--- config.mk ---
export PLATFORM = sky130hd
export DESIGN_NAME = serial_adder
export DESIGN_NICKNAME = d
export VERILOG_FILES = /design/src/rtl/serial_adder_pkg.sv /design/src/rtl/full_adder.sv /design/src/rtl/serial_adder.sv
export SDC_FILE = /design/constraint.sdc
export NUM_CORES = 1
export LEC_CHECK = 0
export BUFFER_PORTS_ARGS = -buffer_cell sky130_fd_sc_hd__buf_2
export CAP_MARGIN = 5
export CORE_AREA = 2 2 81 52
export CTS_CLUSTER_SIZE = 10
export DETAILED_ROUTE_END_ITERATION = 8
export DIE_AREA = 0 0 83 54
export GPL_TIMING_DRIVEN = 1
export PLACE_DENSITY = 0.7
export SLEW_MARGIN = 20
export SYNTH_ARGS = -nofsm -noshare
export SYNTH_HDL_FRONTEND = slang
export SYNTH_SLANG_ARGS = --single-unit
--- constraint.sdc ---
create_clock -name clk -period 1.5 [get_ports clk]
set_clock_uncertainty 0.2 [all_clocks]
set_input_delay 0.3 -clock clk [delete_from_list [all_inputs] [get_ports clk]]
set_output_delay 0.3 -clock clk [all_outputs]
set_load 0.1 [all_outputs]
--- src/rtl/serial_adder_pkg.sv ---
// Shared constants for the bit-serial adder: FSM state encoding, default
// operand width and the bit-counter width helper.
package serial_adder_pkg;

  localparam logic [1:0] IDLE = 2'b00;
  localparam logic [1:0] RUN  = 2'b01;
  localparam logic [1:0] DONE = 2'b10;

  localparam int DEFAULT_WIDTH = 8;

  function automatic int cnt_width(input int width);
    return $clog2(width) + 1;
  endfunction

endpackage

--- src/rtl/full_adder.sv ---
// Single-bit full adder cell used by the serial adder datapath.
module full_adder (
  input  logic A,
  input  logic B,
  input  logic Cin,
  output logic sum,
  output logic cout
);

  assign sum  = A ^ B ^ Cin;
  assign cout = (A & B) | (Cin & (A ^ B));

endmodule

--- src/rtl/serial_adder.sv ---
// Bit-serial adder: LSB-first, one bit per clock through a single full_adder.
// Define SERIAL_ADDER_SUB_EN to add a 'sub' port for a - b via two's complement.
module serial_adder
  import serial_adder_pkg::*;
#(
  parameter int WIDTH = DEFAULT_WIDTH
) (
  input  logic             clk,
  input  logic             rst,
  input  logic             start,
  input  logic [WIDTH-1:0] a,
  input  logic [WIDTH-1:0] b,
  input  logic             cin,
`ifdef SERIAL_ADDER_SUB_EN
  input  logic             sub,
`endif
  output logic             busy,
  output logic             done,
  output logic [WIDTH-1:0] sum,
  output logic             cout
);

  localparam int              CNT_W = cnt_width(WIDTH);
  localparam logic [CNT_W-1:0] LAST = CNT_W'(WIDTH - 1);

  logic [1:0]       state_q, state_d;
  logic [WIDTH-1:0] a_q, a_d;
  logic [WIDTH-1:0] b_q, b_d;
  logic [WIDTH-1:0] r_q, r_d;
  logic             carry_q, carry_d;
  logic [CNT_W-1:0] cnt_q, cnt_d;
  logic [WIDTH-1:0] sum_q, sum_d;
  logic             cout_q, cout_d;

  logic             fa_sum, fa_cout;
  logic [WIDTH:0]   r_cat;
  logic [WIDTH-1:0] b_load;
  logic             carry_load;

`ifdef SERIAL_ADDER_SUB_EN
  // Subtraction is a + ~b + 1; the forced carry-in replaces cin.
  assign b_load     = sub ? ~b : b;
  assign carry_load = sub ? 1'b1 : cin;
`else
  assign b_load     = b;
  assign carry_load = cin;
`endif

  full_adder u_fa (
    .A   (a_q[0]),
    .B   (b_q[0]),
    .Cin (carry_q),
    .sum (fa_sum),
    .cout(fa_cout)
  );

  // New sum bit enters at the MSB; after WIDTH shifts r_q holds the result.
  assign r_cat = {fa_sum, r_q};

  // NOTE: every next-state signal gets a hold default first so no path through the case infers a latch.
  always_comb begin
    state_d = state_q;
    a_d     = a_q;
    b_d     = b_q;
    r_d     = r_q;
    carry_d = carry_q;
    cnt_d   = cnt_q;
    sum_d   = sum_q;
    cout_d  = cout_q;
    case (state_q)
      IDLE: begin
        if (start) begin
          a_d     = a;
          b_d     = b_load;
          carry_d = carry_load;
          cnt_d   = '0;
          state_d = RUN;
        end
      end
      RUN: begin
        a_d     = a_q >> 1;
        b_d     = b_q >> 1;
        r_d     = r_cat[WIDTH:1];
        carry_d = fa_cout;
        cnt_d   = cnt_q + CNT_W'(1);
        if (cnt_q == LAST) begin
          sum_d   = r_cat[WIDTH:1];
          cout_d  = fa_cout;
          state_d = DONE;
        end
      end
      DONE:    state_d = IDLE;
      default: state_d = IDLE;
    endcase
  end

  // NOTE: state registers use non-blocking assignments so all flops update together on the edge.
  always_ff @(posedge clk or posedge rst) begin
    if (rst) begin
      state_q <= IDLE;
      a_q     <= '0;
      b_q     <= '0;
      r_q     <= '0;
      carry_q <= 1'b0;
      cnt_q   <= '0;
      sum_q   <= '0;
      cout_q  <= 1'b0;
    end else begin
      state_q <= state_d;
      a_q     <= a_d;
      b_q     <= b_d;
      r_q     <= r_d;
      carry_q <= carry_d;
      cnt_q   <= cnt_d;
      sum_q   <= sum_d;
      cout_q  <= cout_d;
    end
  end

  assign busy = (state_q == RUN);
  assign done = (state_q == DONE);
  assign sum  = sum_q;
  assign cout = cout_q;

endmodule

==> run summary, run 1 <==
status = complete, but fails checks
failing checks = negative setup slack
DR pass1 iterations = 4
Mapped Nets = 174
static leakage = 1.20 nW
Setup CP Type = reg2out
reg-to-reg critical path endpoint = cout
main area contributors after synthesis = dfrtp_1, nand2_1, a22oi_1
Synth cell types = 24
layout cell share with drive strength beyond 1 = 0.439
Synth Warn # = 0
reg-to-reg setup timing slack = -120 ps
vias = 1,393
clock tree from TritonCTS = done
DIE WIDTH = 83 µm
Skew-Pair Late Insertion Delay = 280 ps
CP cell instances = nand2b_4 > buf_8 > clkinv_8 > buf_12
Mapped Cells = 152
final slew viol count = 0
DIE HEIGHT = 54 µm
Hold Crit Endpoint = b_q[3]
Hold Crit Start = b[3]
worst slew pin tran = 220 ps
Final setup viols = 13
Worst-path clk slew = 70 ps
Hold Path Stages = 3
HPWL after DPL = 2550 µm
Ant. Diodes = 0
Inst Count DP = 243
dominant cell type by area after synthesis = dfrtp_1
via/cell ratio = 5.32
Starting Density = 0.426
pin count of the biggest net entering global routing = 40
post-route ant nets = 0
CP endpoint kind = output port
Slew headroom = 0.853
Post-Layout Cell Count = 262
Mapped Area = 0.00164 mm²
wire per inst = 16.2 µm
CTS sink count = 39
setup tns final = -1360 ps
Max Cap Viol = 0
Peak VDD IR = 0.00136 V
sequential-to-total area share from yosys stat = 0.595
setup slack at placement = -109 ps
syn_area_per_cell = 10.8 µm²
HP Class = in2reg
crit path time final = 1670 ps
H-tree depth = 2
Remaining DRCs = 0
PortBufs = 30
first-pass GRT wire length = 6690 µm
Final period util = 1.11
R2R cell count = 5
grt ovf = 0
Core Region = 0.00385 mm²
GRT Total Usage = 0.195
Max Root-Sink Buffers = 2
RSZ-0062 raised after global routing = true
Fmax achieved = 598 MHz
initial antenna violation count = 0
max incr delay on CP = 390 ps
Post-Route WL = 4250 µm
fin worst setup slack = -172 ps
Startpoint Class = register
FF+latch count, synth = 39
PD cells = 2580 mW/mm²
area share of the largest cell type after synthesis = 0.595
vias in the first global route = 1,433
Rows = 18
io pins = 31
layout net count = 233
clock root cell = clkbuf_8
RR Startpoint = cnt_q[0]
gpl congestion = 0.766
crit-path max FO = 2
Die ar. = 0.00448 mm²
CP required = 1000 ps
crit path max-delay cell type = dfrtp_1
area delta synth->final = 54.2%
Critical Path AT = 1170 ps
initial DRC count = 94
final hold violations = 0
number of buffers created by CTS = 5
state kept, by name, indices dropped and copies added, names as in the netlist:
name and flops:
r_q 7, cnt_q 4, a_q 8, sum 8, cout 1, carry_q 1
state_q 2, b_q 8
layer usage:
metal	share of wire	routed length (µm)	track usage
met1	0.45	1910	0.245
met2	0.50	2130	0.351
met4	0.0094	40	0.0656
met3	0.041	176	0.0383
met5	0	0	0
cells in the mapped netlist:
library cell and count:
a21oi_1 2, a22o_1 2, a22oi_1 15, a31oi_1 1, a32o_1 1, and2_0 1, and3b_1 1, buf_2 3
clkbuf_1 5, clkinv_1 1, dfrtp_1 39, fa_1 1, ha_1 1, inv_1 2, mux2_2 10, nand2_1 39
nand2b_1 1, nand3_1 1, nor2_1 3, nor2b_1 3, nor3_4 1, o21ai_0 17, o21bai_1 1, o31ai_1 1
metrics by stage:
step / power (W) / hold WS (ps) / util / cell area, µm²
finish: 0.00654 / 90.0 / 0.657 / 2530
global route: 0.00688 / 107 / 0.657 / 2530
CTS: 0.00625 / 96.1 / 0.635 / 2440
detailed placement: 0.00496 / 166 / 0.561 / 2160
global placement: 0.00483 / 162 / 0.561 / 2160
floorplan: 0.00374 / 240 / - / 1670
what timing repair did:
item / 4_1_cts / 5_1_grt
endpoints found under the hold margin: 39 / 0
cloned: 1 / 0
setup endpoints to repair: 27 / 27
resized for setup: 27 / 28
buffers inserted: 7 / 3
hold buffers: 1 / 0
pin swaps: 4 / 6
worst max-delay path by stage:
stage	startpoint	endpoint	slack (ps)
floorplan	cnt_q[0]	cout	-120
global placement	cnt_q[0]	sum[6]	-40
detailed placement	cnt_q[0]	sum[3]	-110
CTS	state_q[1]	busy	-180
global route	state_q[1]	busy	-200
finish	state_q[1]	busy	-170
power breakdown:
| part | total (W) | leakage, nW | internal (W) | switching, W |
|---|---|---|---|---|
| clock network | 0.000888 | 0.0612 | 0.000538 | 0.000350 |
| logic | 0.00377 | 0.633 | 0.00167 | 0.00210 |
| registers | 0.00188 | 0.506 | 0.00150 | 0.000388 |
| total | 0.00654 | 1.20 | 0.00370 | 0.00284 |
cell type report:
class / instances / area (µm²)
fillers: 267 / 1320
flip-flops and latches: 39 / 976
multi-input cells: 102 / 743
repair buffers: 60 / 608
clock buffers: 6 / 82.6
well taps: 50 / 62.6
clock inverters: 2 / 35.0
inverters: 3 / 23.8
placed cells by master (no fill, tap or decap), types with 2 or more instances in the layout:
| cell | instances |
|---|---|
| dfrtp_1 | 39 |
| nand2_1 | 36 |
| buf_2 | 19 |
| buf_4 | 15 |
| a22oi_1 | 12 |
| buf_6 | 12 |
| buf_12 | 12 |
| o21ai_1 | 10 |
| mux2_4 | 10 |
| clkbuf_8 | 6 |
| o21ai_0 | 4 |
| a22oi_2 | 3 |
| o21ai_2 | 3 |
| nand2_2 | 2 |
| inv_1 | 2 |
| a22o_1 | 2 |
| nor2_1 | 2 |
| nor2b_1 | 2 |
| a21oi_1 | 2 |
critical path, delay by kind of cell (launching register included):
family	cells	cell delay [ps]
DFF	1	390
buffers and inverters	3	320
and+or+nand+nor	1	170
cells by family (layout without fill, tap and decap cells):
logic type      after synthesis  after routing  share of synthesized area
flops                        39             39                      0.595
compound gates               40             40                      0.156
fa+ha+maj                     2              2                     0.0198
mux                          10             10                     0.0686
buf+inv                      11             71                     0.0274
simple gates                 50             50                      0.133
Power figures use the tool's default switching activity.
==> inputs of run 2 (changes only) <==
--- a/config.mk
+++ b/config.mk
@@ -5,12 +5,14 @@
 export SDC_FILE = /design/constraint.sdc
 export NUM_CORES = 1
 export LEC_CHECK = 0
+export ABC_AREA = 1
 export BUFFER_PORTS_ARGS = -buffer_cell sky130_fd_sc_hd__buf_2
 export CAP_MARGIN = 5
-export CORE_AREA = 2 2 81 52
+export CORE_AREA = 2 2 83 53
 export CTS_CLUSTER_SIZE = 10
 export DETAILED_ROUTE_END_ITERATION = 8
-export DIE_AREA = 0 0 83 54
+export DIE_AREA = 0 0 85 55
+export GPL_ROUTABILITY_DRIVEN = 0
 export GPL_TIMING_DRIVEN = 1
 export PLACE_DENSITY = 0.7
 export SLEW_MARGIN = 20
==> run summary, run 2 <==
setup tns final = -212 ps
Post-Route WL = 3900 µm
final hold violations = 0
Mapped Area = 0.00171 mm²
DIE HEIGHT = 55 µm
HP Class = in2reg
clock tree from TritonCTS = done
Critical Path AT = 1110 ps
reg-to-reg setup timing slack = 70 ps
Post-synth EDFFs = 0
Final period util = 1.07
layout cell share with drive strength beyond 1 = 0.285
H-tree depth = 2
sequential-to-total area share from yosys stat = 0.571
syn_area_per_cell = 8.73 µm²
top-count cell post-synth = nand2_1
io pins = 31
Mapped Nets = 218
initial DRC count = 106
clock root cell = clkbuf_8
post-route ant nets = 0
Synth cell types = 20
Peak VDD IR = 0.00160 V
asr flop ratio synth = 1.00
RR Startpoint = state_q[1]
DR pass1 iterations = 4
final slew viol count = 0
DIE WIDTH = 85 µm
Die ar. = 0.00468 mm²
top_reg_cell synth = dfrtp_1
CP endpoint kind = output port
Final setup viols = 2
Max Cap Viol = 0
pin count of the biggest net entering global routing = 40
Core Region = 0.00394 mm²
initial antenna violation count = 0
crit-path max FO = 2
Fmax achieved = 621 MHz
Slew headroom = 0.837
dominant cell type by area after synthesis = dfrtp_1
R2R cell count = 8
FF+latch count, synth = 39
Hold Path Stages = 3
wire per inst = 13.2 µm
GRT Total Usage = 0.178
main area contributors after synthesis = dfrtp_1, nand3_1, nand2_1
number of buffers created by CTS = 5
Fillers = 333
PortBufs = 30
crit path time final = 1610 ps
reg-to-reg critical path endpoint = sum[1]
Starting Density = 0.434
Skew-Pair Late Insertion Delay = 290 ps
area delta synth->final = 39.1%
register area = 976 µm²
Setup CP Type = reg2out
Synth Warn # = 0
fin worst setup slack = -111 ps
Synth top cells by count = nand2_1, nand3_1, dfrtp_1, buf_2
area share of the largest cell type after synthesis = 0.571
Hold Crit Start = a[7]
Max Root-Sink Buffers = 2
Ant. Diodes = 0
commonest non-fill, non-tap cell in the layout = nand2_1
Hold Crit Endpoint = a_q[7]
Rows = 18
PD cells = 2410 mW/mm²
multi-input logic area = 689 µm²
vias in the first global route = 1,340
CP required = 1000 ps
layout net count = 267
Worst-path clk slew = 80 ps
Remaining DRCs = 0
Mapped Cells = 196
RSZ-0062 raised after global routing = true
commonest cells after routing, fill and taps aside = nand2_1, nand3_1, dfrtp_1
vias = 1,473
Startpoint Class = register
status = complete, but fails checks
static leakage = 1.20 nW
grt ovf = 0
failing checks = negative setup slack
Total Power = 0.00573 W
HPWL after DPL = 2500 µm
worst slew pin tran = 244 ps
via/cell ratio = 4.98
CTS sink count = 39
first-pass GRT wire length = 6290 µm
## run 2: how the worst max path moves through the flow
stage | start | slack [ps] | end | cells past startpoint
global placement | cnt_q[0] | 90 | sum[5] | 6
finish | state_q[1] | -110 | done | 4
global route | state_q[1] | -140 | done | 4
floorplan | state_q[1] | 60 | busy | 4
detailed placement | cnt_q[0] | 80 | sum[1] | 6
CTS | state_q[1] | -110 | done | 4
## run 2: per-layer routing
metal  part of all wire  track usage  wire length, µm  vias to the layer above
met5                  0            0                0                        -
met4             0.0085       0.0635               33                        0
met3              0.063       0.0430              247                        4
met2               0.45        0.266             1740                       50
met1               0.48        0.257             1880                      683
li1                   -            -                -                      736
## run 2: stage by stage
stage / hold WS (ps) / setup slack [ps] / util / cells / area [µm²]
finish: 13.7 / -111 / 0.603 / 296 / 2380
global route: 15.4 / -143 / 0.603 / 296 / 2380
CTS: 3.77 / -110 / 0.585 / 291 / 2310
detailed placement: 172 / 76.6 / 0.546 / 278 / 2150
global placement: 164 / 89.0 / 0.546 / 278 / 2150
floorplan: 210 / 61.7 / - / 196 / 1720
## run 2: logic make-up (layout without fill, tap and decap cells)
logic type      Yosys count  in the layout  share of synthesized area
compound gates            5              5                     0.0146
simple gates            134            135                      0.347
flops                    39             39                      0.571
fa+ha+maj                 2              2                     0.0190
buf+inv                  16             65                     0.0490
## run 2: layout make-up
| type | count | area share |
|---|---|---|
| Sequential cell | 39 | 0.410 |
| Multi-Input combinational cell | 142 | 0.290 |
| Timing Repair Buffer | 52 | 0.223 |
| Clock buffer | 8 | 0.0421 |
| Tap cell | 50 | 0.0263 |
| Inverter | 5 | 0.00894 |
## run 2: timing repair
item	4_1_cts	5_1_grt
hold buffers	2	0
pin swaps	1	4
gates cloned	0	1
gates resized for setup	3	9
endpoints found under the hold margin	40	0
buffers inserted	3	4
setup endpoints to repair	2	18
## run 2: power by group
group | internal (W) | switching, W | total [W]
registers | 0.00149 | 0.000372 | 0.00186
logic | 0.00119 | 0.00190 | 0.00310
clock network | 0.000420 | 0.000355 | 0.000774
total | 0.00310 | 0.00263 | 0.00573
## run 2: critical path, stage by stage, from the launching register on
cell	delay (ps)
dfrtp_1	370
inv_2	50
buf_6	110
nor2_4	110
buf_12	180
==> inputs of run 3 (changes only) <==
--- a/config.mk
+++ b/config.mk
@@ -14,7 +14,7 @@
 export DIE_AREA = 0 0 85 55
 export GPL_ROUTABILITY_DRIVEN = 0
 export GPL_TIMING_DRIVEN = 1
-export PLACE_DENSITY = 0.7
+export PLACE_DENSITY = 0.67
 export SLEW_MARGIN = 20
 export SYNTH_ARGS = -nofsm -noshare
 export SYNTH_HDL_FRONTEND = slang
==> constraint.sdc (replaced) <==
create_clock -name clk -period 1.93 [get_ports clk]
set_clock_uncertainty 0.2 [all_clocks]
set_input_delay 0.386 -clock clk [delete_from_list [all_inputs] [get_ports clk]]
set_output_delay 0.386 -clock clk [all_outputs]
set_load 0.1 [all_outputs]
==> run summary, run 3 (synthesis results as in run 2) <==
PortBufs = 30
post-layout util = 0.511
wire per inst = 12.6 µm
Startpoint Class = register
commonest non-fill, non-tap cell in the layout = nand2_1
static leakage = 1.06 nW
CTS sink count = 39
Worst-path clk slew = 70 ps
worst slew pin tran = 562 ps
Ant. Diodes = 0
CP required = 1340 ps
area delta synth->final = 17.7%
layout cell share with drive strength beyond 1 = 0.215
DR pass1 iterations = 4
DIE HEIGHT = 55 µm
Remaining DRCs = 0
Rows = 18
H-tree depth = 2
pin count of the biggest net entering global routing = 40
vias in the first global route = 1,301
Max Cap Viol = 0
initial antenna violation count = 0
Total Power = 0.00378 W
GRT Total Usage = 0.171
crit path time final = 1830 ps
reg-to-reg setup timing slack = 390 ps
postcts setup bufs = 0
final slew viol count = 0
Starting Density = 0.434
status = complete, but fails checks
io pins = 31
clock root cell = clkbuf_8
setup slack at placement = 315 ps
HPWL after DPL = 2440 µm
initial DRC count = 50
RSZ-0062 raised after global routing = false
Final period util = 0.950
grt ovf = 0
Slew headroom = 0.625
Fmax achieved = 545 MHz
Die ar. = 0.00468 mm²
Post-Route WL = 3510 µm
hold_ws = -2.70 ps
GR met2 Demand/Resource = 0.254
layout net count = 249
final hold violations = 7
Post-CTS Hold Fix Bufs = 0
post-route ant nets = 0
crit-path max FO = 9
HP Class = in2async
fin worst setup slack = 96.3 ps
CP endpoint kind = output port
number of buffers created by CTS = 5
clock tree from TritonCTS = done
Peak VDD IR = 0.00120 V
via/cell ratio = 4.92
Setup CP Type = reg2out
Core Region = 0.00394 mm²
Final setup viols = 0
Skew-Pair Late Insertion Delay = 280 ps
layer with the highest usage = met2
# resized after CTS = 0
setup tns final = 0 ps
Max Root-Sink Buffers = 2
commonest cells after routing, fill and taps aside = nand2_1, nand3_1, dfrtp_1
PD cells = 1880 mW/mm²
Fillers = 387
failing checks = negative hold slack
met1 usage = 0.239
DIE WIDTH = 85 µm
first-pass GRT wire length = 6040 µm
vias = 1,367
Critical Path AT = 1250 ps
met3 Track Usage GR = 0.0623
run 3: cell types whose count changed in the layout (fill, tap and decap cells not counted), moves of 2 or more:
cell / change
nand2_1: +2
buf_6: -5
dlygate4sd3_1: -2
nand2_2: -2
buf_4: -8
buf_2: +10
buf_12: -12
run 3: cell type report:
cell class | instances | area, µm² | area share
Sequential cell | 39 | 976 | 0.485
Multi-Input combinational cell | 141 | 653 | 0.324
Timing Repair Buffer | 35 | 203 | 0.101
Clock buffer | 8 | 100 | 0.0497
Tap cell | 50 | 62.6 | 0.0311
Inverter | 5 | 18.8 | 0.00932
run 3: per-layer routing:
| layer | wire length (µm) | up-vias |
|---|---|---|
| met5 | 0 | - |
| met2 | 1500 | 28 |
| li1 | - | 700 |
| met1 | 1830 | 637 |
| met3 | 171 | 2 |
| met4 | 14 | 0 |
run 3: worst max-delay path: stages, from the launching register on:
cell and delay [ps]:
dfrtp_1 400, inv_2 90, nand2_2 60, inv_2 190
buf_12 210
run 3: power breakdown:
part	switching (W)	internal [W]
Sequential	0.000228	0.00116
Combinational	0.00137	0.000431
Clock	0.000273	0.000326
Total	0.00187	0.00191
run 3: through the flow:
| stage | cells | cell area, µm² | hold WS, ps |
|---|---|---|---|
| floorplan | 196 | 1710 | 242 |
| global placement | 270 | 1910 | 252 |
| detailed placement | 270 | 1910 | 261 |
| CTS | 278 | 2010 | 13.3 |
| global route | 278 | 2010 | 48.3 |
| finish | 278 | 2010 | -2.70 |
run 3: path summary, 6_finish.rpt:
kind,start,endpoint,depth (start not counted)
max,state_q[1],busy,4
min,rst,sum[4],3
max reg2reg,state_q[1],b_q[7],7
min reg2reg,sum[1],sum[1],2
max in group asynchronous,rst,a_q[4],3
min in group clk,b[7],b_q[7],3
